[config.mk]
export PLATFORM = sky130hd
export DESIGN_NAME = dice_roller_flat
export DESIGN_NICKNAME = d
export VERILOG_FILES = /design/src/rtl/dice_roller_if.sv /design/src/rtl/dice_roller.sv /design/src/flat_wrapper.sv
export SDC_FILE = /design/constraint.sdc
export NUM_CORES = 1
export LEC_CHECK = 0
export ABC_AREA = 0
export ABC_CLOCK_PERIOD_IN_PS = 2000
export CORE_ASPECT_RATIO = 1.1
export CORE_UTILIZATION = 54
export CTS_CLUSTER_SIZE = 12
export DETAILED_ROUTE_END_ITERATION = 12
export PLACE_DENSITY = 0.75
export SYNTH_ARGS = -nofsm -noshare
export SYNTH_HDL_FRONTEND = slang
export SYNTH_SLANG_ARGS = --single-unit
[constraint.sdc]
create_clock -name i_clk -period 2 [get_ports i_clk]
set_input_delay 0.4 -clock i_clk [delete_from_list [all_inputs] [get_ports i_clk]]
set_output_delay 0.4 -clock i_clk [all_outputs]
set_load 0.01 [all_outputs]
[src/rtl/dice_roller_if.sv]
// Button and display-decoder bundle of the dice front end.
// Signal prefixes are from the front end's point of view (i_ in, o_ out).
// The environment (button side, decoder side) uses the master modport.
interface dice_roller_if;
  logic       i_btn;
  logic [2:0] o_num;
  logic       o_rolling;
  logic       o_done;

  modport master (output i_btn, input o_num, o_rolling, o_done);
  modport slave  (input i_btn, output o_num, o_rolling, o_done);
endinterface

[src/rtl/dice_roller.sv]
// Dice front end: debounced button spins faces 1..6, decelerates after release, holds final face.
// Latency: press/release act DB_CYCLES+3 edges after the button is stable; all outputs registered.
// Backpressure: none; free-running. Optional DICE_LFSR_EN swaps sequential advance for LFSR faces.
module dice_roller #(
  parameter int unsigned DB_CYCLES   = 16,
  parameter int unsigned TICK_BASE   = 4,
  parameter int unsigned TICK_STEP   = 2,
  parameter int unsigned DECEL_STEPS = 6
) (
  input  logic         i_clk,
  input  logic         i_rst,
  dice_roller_if.slave bus
);

  localparam int DBW = (DB_CYCLES > 1) ? $clog2(DB_CYCLES) : 1;
  localparam int KW  = $clog2(DECEL_STEPS + 1);

  typedef enum logic [1:0] {
    ST_IDLE  = 2'd0,
    ST_ROLL  = 2'd1,
    ST_DECEL = 2'd2,
    ST_SHOW  = 2'd3
  } state_t;

  // Sequential face order 1..6 wrapping; blank (0) starts at face 1.
  function automatic logic [2:0] seq_next(input logic [2:0] cur);
    return ((cur == 3'd0) || (cur >= 3'd6)) ? 3'd1 : cur + 3'd1;
  endfunction

  logic [1:0]     r_sync;
  logic           r_db_lvl;
  logic           r_db_prev;
  logic [DBW-1:0] r_db_cnt;
  logic           w_press;
  logic           w_release;

  state_t         r_state;
  state_t         w_state_nxt;
  logic [2:0]     r_num;
  logic [2:0]     w_num_nxt;
  logic [15:0]    r_tick;
  logic [15:0]    w_tick_nxt;
  logic [KW-1:0]  r_k;
  logic [KW-1:0]  w_k_nxt;
  logic           r_rolling;
  logic           w_rolling_nxt;
  logic           r_done;
  logic           w_done_nxt;
  logic [2:0]     w_adv_num;
  logic [31:0]    w_decel_lim;

  // Two-flop synchronizer, then a level debouncer that only flips after a full run of disagreeing samples.
  always_ff @(posedge i_clk) begin
    if (i_rst) begin
      r_sync    <= 2'b00;
      r_db_lvl  <= 1'b0;
      r_db_prev <= 1'b0;
      r_db_cnt  <= '0;
    end else begin
      r_sync    <= {r_sync[0], bus.i_btn};
      r_db_prev <= r_db_lvl;
      if (r_sync[1] != r_db_lvl) begin
        if (r_db_cnt == DBW'(DB_CYCLES - 1)) begin
          r_db_lvl <= r_sync[1];
          r_db_cnt <= '0;
        end else begin
          r_db_cnt <= r_db_cnt + DBW'(1);
        end
      end else begin
        r_db_cnt <= '0;
      end
    end
  end

  assign w_press   = r_db_lvl & ~r_db_prev;
  assign w_release = ~r_db_lvl & r_db_prev;

`ifdef DICE_LFSR_EN
  logic [7:0] r_lfsr;
  logic [2:0] w_rand_face;

  // Free-running Fibonacci LFSR (taps 8,6,5,4), stepping every cycle regardless of state.
  always_ff @(posedge i_clk) begin
    if (i_rst) begin
      r_lfsr <= 8'h01;
    end else begin
      r_lfsr <= {r_lfsr[6:0], r_lfsr[7] ^ r_lfsr[5] ^ r_lfsr[4] ^ r_lfsr[3]};
    end
  end

  // Fold the 3 low LFSR bits onto 1..6 and force a visible change when it repeats the current face.
  always_comb begin
    w_rand_face = r_lfsr[2:0];
    if (r_lfsr[2:0] == 3'd0) w_rand_face = 3'd6;
    if (r_lfsr[2:0] == 3'd7) w_rand_face = 3'd1;
    w_adv_num = (w_rand_face == r_num) ? seq_next(r_num) : w_rand_face;
  end
`else
  assign w_adv_num = seq_next(r_num);
`endif

  // Advance period while decelerating stretches by TICK_STEP per completed step.
  assign w_decel_lim = TICK_BASE + (32'(r_k) * TICK_STEP) - 32'd1;

  // State register and registered outputs.
  always_ff @(posedge i_clk) begin
    if (i_rst) begin
      r_state   <= ST_IDLE;
      r_num     <= 3'd0;
      r_tick    <= 16'd0;
      r_k       <= '0;
      r_rolling <= 1'b0;
      r_done    <= 1'b0;
    end else begin
      r_state   <= w_state_nxt;
      r_num     <= w_num_nxt;
      r_tick    <= w_tick_nxt;
      r_k       <= w_k_nxt;
      r_rolling <= w_rolling_nxt;
      r_done    <= w_done_nxt;
    end
  end

  // Next-state logic: button events take priority over a face advance on the same edge.
  always_comb begin
    w_state_nxt = r_state;
    w_num_nxt   = r_num;
    w_tick_nxt  = r_tick;
    w_k_nxt     = r_k;
    w_done_nxt  = 1'b0;
    case (r_state)
      ST_IDLE, ST_SHOW: begin
        if (w_press) begin
          w_state_nxt = ST_ROLL;
          w_num_nxt   = w_adv_num;
          w_tick_nxt  = 16'd0;
        end
      end
      ST_ROLL: begin
        if (w_release) begin
          w_state_nxt = ST_DECEL;
          w_tick_nxt  = 16'd0;
          w_k_nxt     = KW'(1);
        end else if (r_tick == 16'(TICK_BASE - 1)) begin
          w_num_nxt  = w_adv_num;
          w_tick_nxt = 16'd0;
        end else begin
          w_tick_nxt = r_tick + 16'd1;
        end
      end
      ST_DECEL: begin
        if (w_press) begin
          w_state_nxt = ST_ROLL;
          w_tick_nxt  = 16'd0;
          w_k_nxt     = '0;
        end else if (32'(r_tick) == w_decel_lim) begin
          w_num_nxt  = w_adv_num;
          w_tick_nxt = 16'd0;
          if (r_k == KW'(DECEL_STEPS)) begin
            w_state_nxt = ST_SHOW;
            w_done_nxt  = 1'b1;
          end else begin
            w_k_nxt = r_k + KW'(1);
          end
        end else begin
          w_tick_nxt = r_tick + 16'd1;
        end
      end
      default: begin
        w_state_nxt = ST_IDLE;
        w_num_nxt   = 3'd0;
        w_tick_nxt  = 16'd0;
        w_k_nxt     = '0;
      end
    endcase
    w_rolling_nxt = (w_state_nxt == ST_ROLL) || (w_state_nxt == ST_DECEL);
  end

  assign bus.o_num     = r_num;
  assign bus.o_rolling = r_rolling;
  assign bus.o_done    = r_done;

endmodule

[src/flat_wrapper.sv]
// flat-port wrapper written by rule: the top's interface ports become plain ports
module dice_roller_flat 
#(
  parameter int unsigned DB_CYCLES   = 16,
  parameter int unsigned TICK_BASE   = 4,
  parameter int unsigned TICK_STEP   = 2,
  parameter int unsigned DECEL_STEPS = 6
)
  (i_clk, i_rst, bus_i_btn, bus_o_num, bus_o_rolling, bus_o_done);
  dice_roller_if bus_i ();
  input  logic i_clk;
  input  logic i_rst;
  input wire logic [$bits(bus_i.i_btn)-1:0] bus_i_btn;
  output wire logic [$bits(bus_i.o_num)-1:0] bus_o_num;
  output wire logic [$bits(bus_i.o_rolling)-1:0] bus_o_rolling;
  output wire logic [$bits(bus_i.o_done)-1:0] bus_o_done;
  assign bus_i.i_btn = bus_i_btn;
  assign bus_o_num = bus_i.o_num;
  assign bus_o_rolling = bus_i.o_rolling;
  assign bus_o_done = bus_i.o_done;
  dice_roller #(.DB_CYCLES(DB_CYCLES), .TICK_BASE(TICK_BASE), .TICK_STEP(TICK_STEP), .DECEL_STEPS(DECEL_STEPS)) u_core (.i_clk(i_clk), .i_rst(i_rst), .bus(bus_i));
endmodule
Yosys cells after proc, flatten, opt, wreduce, memory -nomap -nowiden --
Cells that the tools add are included.
Word-level totals: flip-flop bits (word level) 34, input port bits 3, word-level logic and storage cells 78
Operators by class: $add $sub $neg 6, $lt $le $gt $ge 1, equality and inequality tests 18, multiplexer cells 25, bitwise operators 7, reduce and logical (&&, ||, !) cells 11
Operators by type and width (number):
- $mux 16 | 5
- $pmux 16 s3 | 1
- $eq 16x32->1 | 1
- $sub 32x1->32 const B | 1
- $mux 3 | 10
- $add 16x1->16 const B | 1
- $eq 16x2->1 const B | 1
- $mux 2 | 5
- $pmux 3 s3 | 1
- $ne 2x1->1 const B | 4
- $add 3x1->3 const B | 2
- $eq 2x2->1 const B | 3
- $pmux 2 s3 | 1
- $pmux 3 s2 | 1
- $add 3x4->5 const A | 1
- $not 1->1 | 5
- $reduce_and 5->1 | 1
- $add 4x1->4 const B | 1
- $eq 2x1->1 const B | 2
- $eq 4x4->1 const B | 1
- $ne 2x2->1 const B | 2
- $reduce_and 4->1 | 1
- $reduce_or 4->1 | 1
- $eq 3x3->1 const B | 1
- other kinds (13) | 15

Depth between registers and ports, before layout --
Gate-level depths: netlist (run 1).
word-level depth 8, mapped depth 9, gate-level depth less buffers 8

Least setup slack after synthesis (run 1) --
OpenSTA, ideal clock, no wires.
kind register to register, start register u_core.r_k[0], end register u_core.r_k[2], library setup time 119 ps, arrival 1953 ps, data required time 1881 ps, setup slack -72 ps, stages on the path, launching flop included 9, buffers on the path 0, cells stage by stage dfxtp_1 inv_1 ha_1 xor2_1 and3_2 and4_4 a21o_2 and4_1 o221a_2
Between the ends: longest elaborated chain between the ends 5, elaborated cells on any way between the ends 12, classes of those cells add/sub: 3; eq/ne: 4; mux: 4; reduce/logical: 1
Ends and longest elaborated chain:
- start, declared | line dice_roller.sv:43 | logic [KW-1:0] r_k;
- start signal, assigned | line dice_roller.sv:118 | r_k <= w_k_nxt;
- $add 3x4->5 or $add 3x1->3 (tied branches) | line dice_roller.sv:103, dice_roller.sv:163
- $sub 32x1->32 or $mux 3 (tied branches) | line dice_roller.sv:103, dice_roller.sv:159
- $eq 16x32->1 or $mux 3 (tied branches) | line dice_roller.sv:156 | end else if (32'(r_tick) == w_decel_lim) begin
- $ne 3x1->1 (no line) or $mux 3 (tied branches)
- $reduce_and 4->1 (no line) or $pmux 3 s2 (tied branches)
Several ways; a longest one is shown, not always the timed one. The select of a mux whose other input is x is not followed. A chain may end at the register's enable or synchronous reset.

Final worst setup path (run 1) --
start register u_core.r_k[1], end register u_core.r_rolling (netlist: u_core.bus.o_rolling)
Between the ends: longest elaborated chain between the ends 8, elaborated cells on any way between the ends 11, classes of those cells add/sub: 2; eq/ne: 4; mux: 4; reduce/logical: 1
Ends and longest elaborated chain:
- $add 3x4->5 | line dice_roller.sv:103 | assign w_decel_lim = TICK_BASE + (32'(r_k) * TICK_STEP) - 32'd1;
- $sub 32x1->32 | line dice_roller.sv:103
- $eq 16x32->1 | line dice_roller.sv:156
- $mux 2 * | line dice_roller.sv:156
- $mux 2 * | line dice_roller.sv:152 | if (w_press) begin
- $pmux 2 s3 * | line dice_roller.sv:131 | case (r_state)
- $eq 2x1->1 or $eq 2x2->1 (tied branches) | line dice_roller.sv:176 | w_rolling_nxt = (w_state_nxt == ST_ROLL) || (w_state_nxt == ST_DECEL);
- $logic_or 1x1->1 * | line dice_roller.sv:176
- end signal, assigned | line dice_roller.sv:119 | r_rolling <= w_rolling_nxt;
- end, declared | line dice_roller.sv:45 | logic r_rolling;
Every way passes the cells marked *; elsewhere a longest branch is shown, timed or not.

==> flow_summary.ini, run 1 <==
[yosys]
synth.distinct_cells = 54
synth-seq-area-share_pct = 33.8
synth_most_common_cell = dfxtp_1
syn_area_per_cell_um2 = 8.80
synth_nets = 245
ys_top_cells_by_area = dfxtp_1 34%, ha_1 8.1%, xnor2_1 4.3%
async_flop_share_pct = 0
netlist_top_cells_count = 34 x dfxtp_1, 17 x nor2_1, 16 x a21oi_1, 16 x nand3_1, 15 x inv_1
synth_ff_type = dfxtp_1
synth_top_area_share_pct = 33.8
ys.warnings.count = 0
yosysTopAreaCell = dfxtp_1
synth-seq-cells = 34
synth-edff-count = 0
synth_area_um2 = 2010
syn_inst = 229

[finish]
multi_input_area_um2 = 1340
drive_gt1_share_pct = 29.9
fin_nets = 279
fillers = 243
finalInstanceArea_um2 = 2530
areaGrowthSynthToFinish_pct = 25.5
n_antenna_cell = 0
fin_util_pct = 73.5
regArea_um2 = 686
instances_no_fill = 312

[pwr]
power_frac_comb_pct = 1.9
p_sw_w = 0.000275
internal-power_w = 0.00108
netSwitchingFraction_pct = 20.3
power.total_w = 0.00135
seq_power_share_pct = 50.1
p_leak_nw = 0.947
power_frac_clock_pct = 48.0
powerDensity_nw_per_um2 = 536
ir_drop_uv = 374

[routing]
drc = 0
first_pass_iters = 4
via_count = 1737
via_per_inst = 5.57
topRoutingLayerUsed = met4
wl_met1_mm = 1.90
post_drt_wl_per_cell_um = 13.6
dr_wl_met2_mm = 2.09
wirelength_mm = 4.23
met3_length_um = 137
final_antenna_net_count = 0
drt_iter0_drc = 87

[clock_network]
htree_levels = 2
cts_hold_buf = 0
path_clk_slew_ns = 0.12
cts_tree = done
clock_latency_ns = 0.35
clock-root-buffer = clkbuf_4
numCtsBuffers = 5
clock_path_buffers = 2
cts.sinks = 34

[place]
dp_cells = 301
numPortBuffers = 7
detailed_place_hpwl_mm = 2.92
gp_congestion = 0.814
placed_area_um2 = 2290

[sta]
relSlewSlack_pct = 65.4
min_period_ns = 1.99
fmax_ghz = 0.503
hold_viol = 0
finalSetupViolations = 0
finClkSkew_ns = 0.00878
drv_slew = 0
tightest_slew_ns = 0.516
rsz0062_at_grt = yes
min_period_over_period_pct = 99.4

[global_routing]
grt_pass1_vias = 1605
grt_antenna_before_repair = 0
grt_usage_pct = 24.0
grt-ovfl-total = 0
grt_pass1_wl_mm = 6.99
grt_max_degree = 18

[setup_path]
critPathKind = reg -> reg
crit_required_ns = 2.24
critical_path_peak_fanout = 4
slowest_delay_ns = 0.42
crit_path_start_kind = flop
slowest_stage = o41a_2
critical_path_arrival_ns = 2.23
path_buf_inv = 1
setup.worst_path.end_class = flop
path_cells = buf_6 -> ha_4 -> xor2_2 -> xnor2_2 -> nand4_1 -> o41a_2 -> xnor2_1 -> nor2_1
critPathTopFamily = XOR/XNOR gates

[floorplan]
core_um2 = 3440
dieArea_um2 = 3980
die-height_um = 66.1
die_x_um = 60.2
num_rows = 22
io_pins = 8
initial_core_util_pct = 58.5

[worst_hold_path]
hold_class = reg -> reg

[run]
drv_cap = 0

[outcome]
status = completed
worst register-to-register path, cell delays in order, from the launching register on:
cell and delay, ns:
dfxtp_4 0.39, buf_6 0.12, ha_4 0.15, xor2_2 0.15
xnor2_2 0.25, nand4_1 0.17, o41a_2 0.42, xnor2_1 0.16
nor2_1 0.05
layer usage:
layer,global-route usage (%),vias to the layer above
li1,-,895
met4,13.7,0
met5,0,-
met1,28.5,798
met3,6.46,14
met2,38.3,30
flip-flops by register name (all words and copies together), names as in the netlist:
register / flops
u_core.bus.o_done: 1
u_core.bus.o_num: 3
u_core.bus.o_rolling: 1
u_core.r_db_cnt: 4
u_core.r_db_lvl: 1
u_core.r_db_prev: 1
u_core.r_k: 3
u_core.r_state: 2
u_core.r_sync: 2
u_core.r_tick: 16
final cells by class:
class	instances	share of cell area, %
multi-input cells	173	53.0
flip-flops and latches	34	27.1
repair buffers	34	11.1
clock inverters	3	2.72
well taps	48	2.38
inverters	15	2.23
clock buffers	5	1.48
cells by family after synthesis:
family	Yosys count	share of synthesized area, %
xor gates and xnor gates	16	6.96
AOI/OAI and AO/OA	57	20.7
buffers and inverters	22	5.09
DFF	34	33.8
adders and majority gates	13	8.07
muxes	1	0.497
and+or+nand+nor	86	24.8
worst paths after layout:
kind                     from                   end  slack, ns  depth (start not counted)
min          u_core.r_sync[0]      u_core.r_sync[1]       0.44                          1
max             u_core.r_k[1]  u_core.bus.o_rolling       0.01                          8
max reg2reg     u_core.r_k[1]  u_core.bus.o_rolling       0.01                          8
min reg2reg  u_core.r_sync[0]      u_core.r_sync[1]       0.44                          1
cells in the final DEF, fill, tap and decap left out, types with 5 or more instances in the layout:
| master | synthesis | layout |
|---|---|---|
| buf_4 | 0 | 25 |
| nor2_1 | 17 | 17 |
| nand3_1 | 16 | 16 |
| dfxtp_1 | 34 | 32 |
| a21oi_1 | 16 | 16 |
| a22o_2 | 5 | 5 |
| nor2b_1 | 6 | 5 |
| xnor2_1 | 10 | 8 |
| nand4_1 | 5 | 5 |
| o21ai_0 | 8 | 6 |
| ha_1 | 13 | 8 |
| clkdlybuf4s50_1 | 0 | 7 |
| a31oi_1 | 8 | 8 |
| inv_1 | 15 | 13 |
| nand2_1 | 8 | 8 |
| clkbuf_4 | 0 | 5 |
repair_timing:
item                                    CTS  global route
resized for setup                         9            15
cloned                                    0             0
buffers inserted                          1             2
endpoints found under the setup margin   11            23
pin swaps                                 4             4
stage by stage:
stage          hold WS (ns)  TNS [ns]  setup WS [ns]
3_3_place_gp          0.418    -0.140        -0.0336
6_report              0.444         0         0.0125
2_1_floorplan         0.414         0         0.0142
5_1_grt               0.456    -0.322        -0.0548
4_1_cts               0.449         0        0.00665
3_5_place_dp          0.429    -0.227        -0.0403
power by group through the flow:
stage	Combinational [W]	Sequential [W]	Clock [W]
final	0.0000255	0.000679	0.000650
after global routing	0.0000281	0.000680	0.000701
after CTS	0.0000249	0.000679	0.000664
after detailed placement	0.0000248	0.000696	0
after global placement	0.0000246	0.000696	0
after floorplan	0.0000127	0.000696	0
(Power assumes the default switching activity.)
==> run 2, diff against run 1 <==
--- a/config.mk
+++ b/config.mk
@@ -12,6 +12,7 @@
 export CTS_CLUSTER_SIZE = 12
 export DETAILED_ROUTE_END_ITERATION = 12
 export PLACE_DENSITY = 0.75
+export SLEW_MARGIN = 30
 export SYNTH_ARGS = -nofsm -noshare
 export SYNTH_HDL_FRONTEND = slang
 export SYNTH_SLANG_ARGS = --single-unit
==> results of run 2 <==
The final DEF is identical to that of run 1; final timing and power are the same.
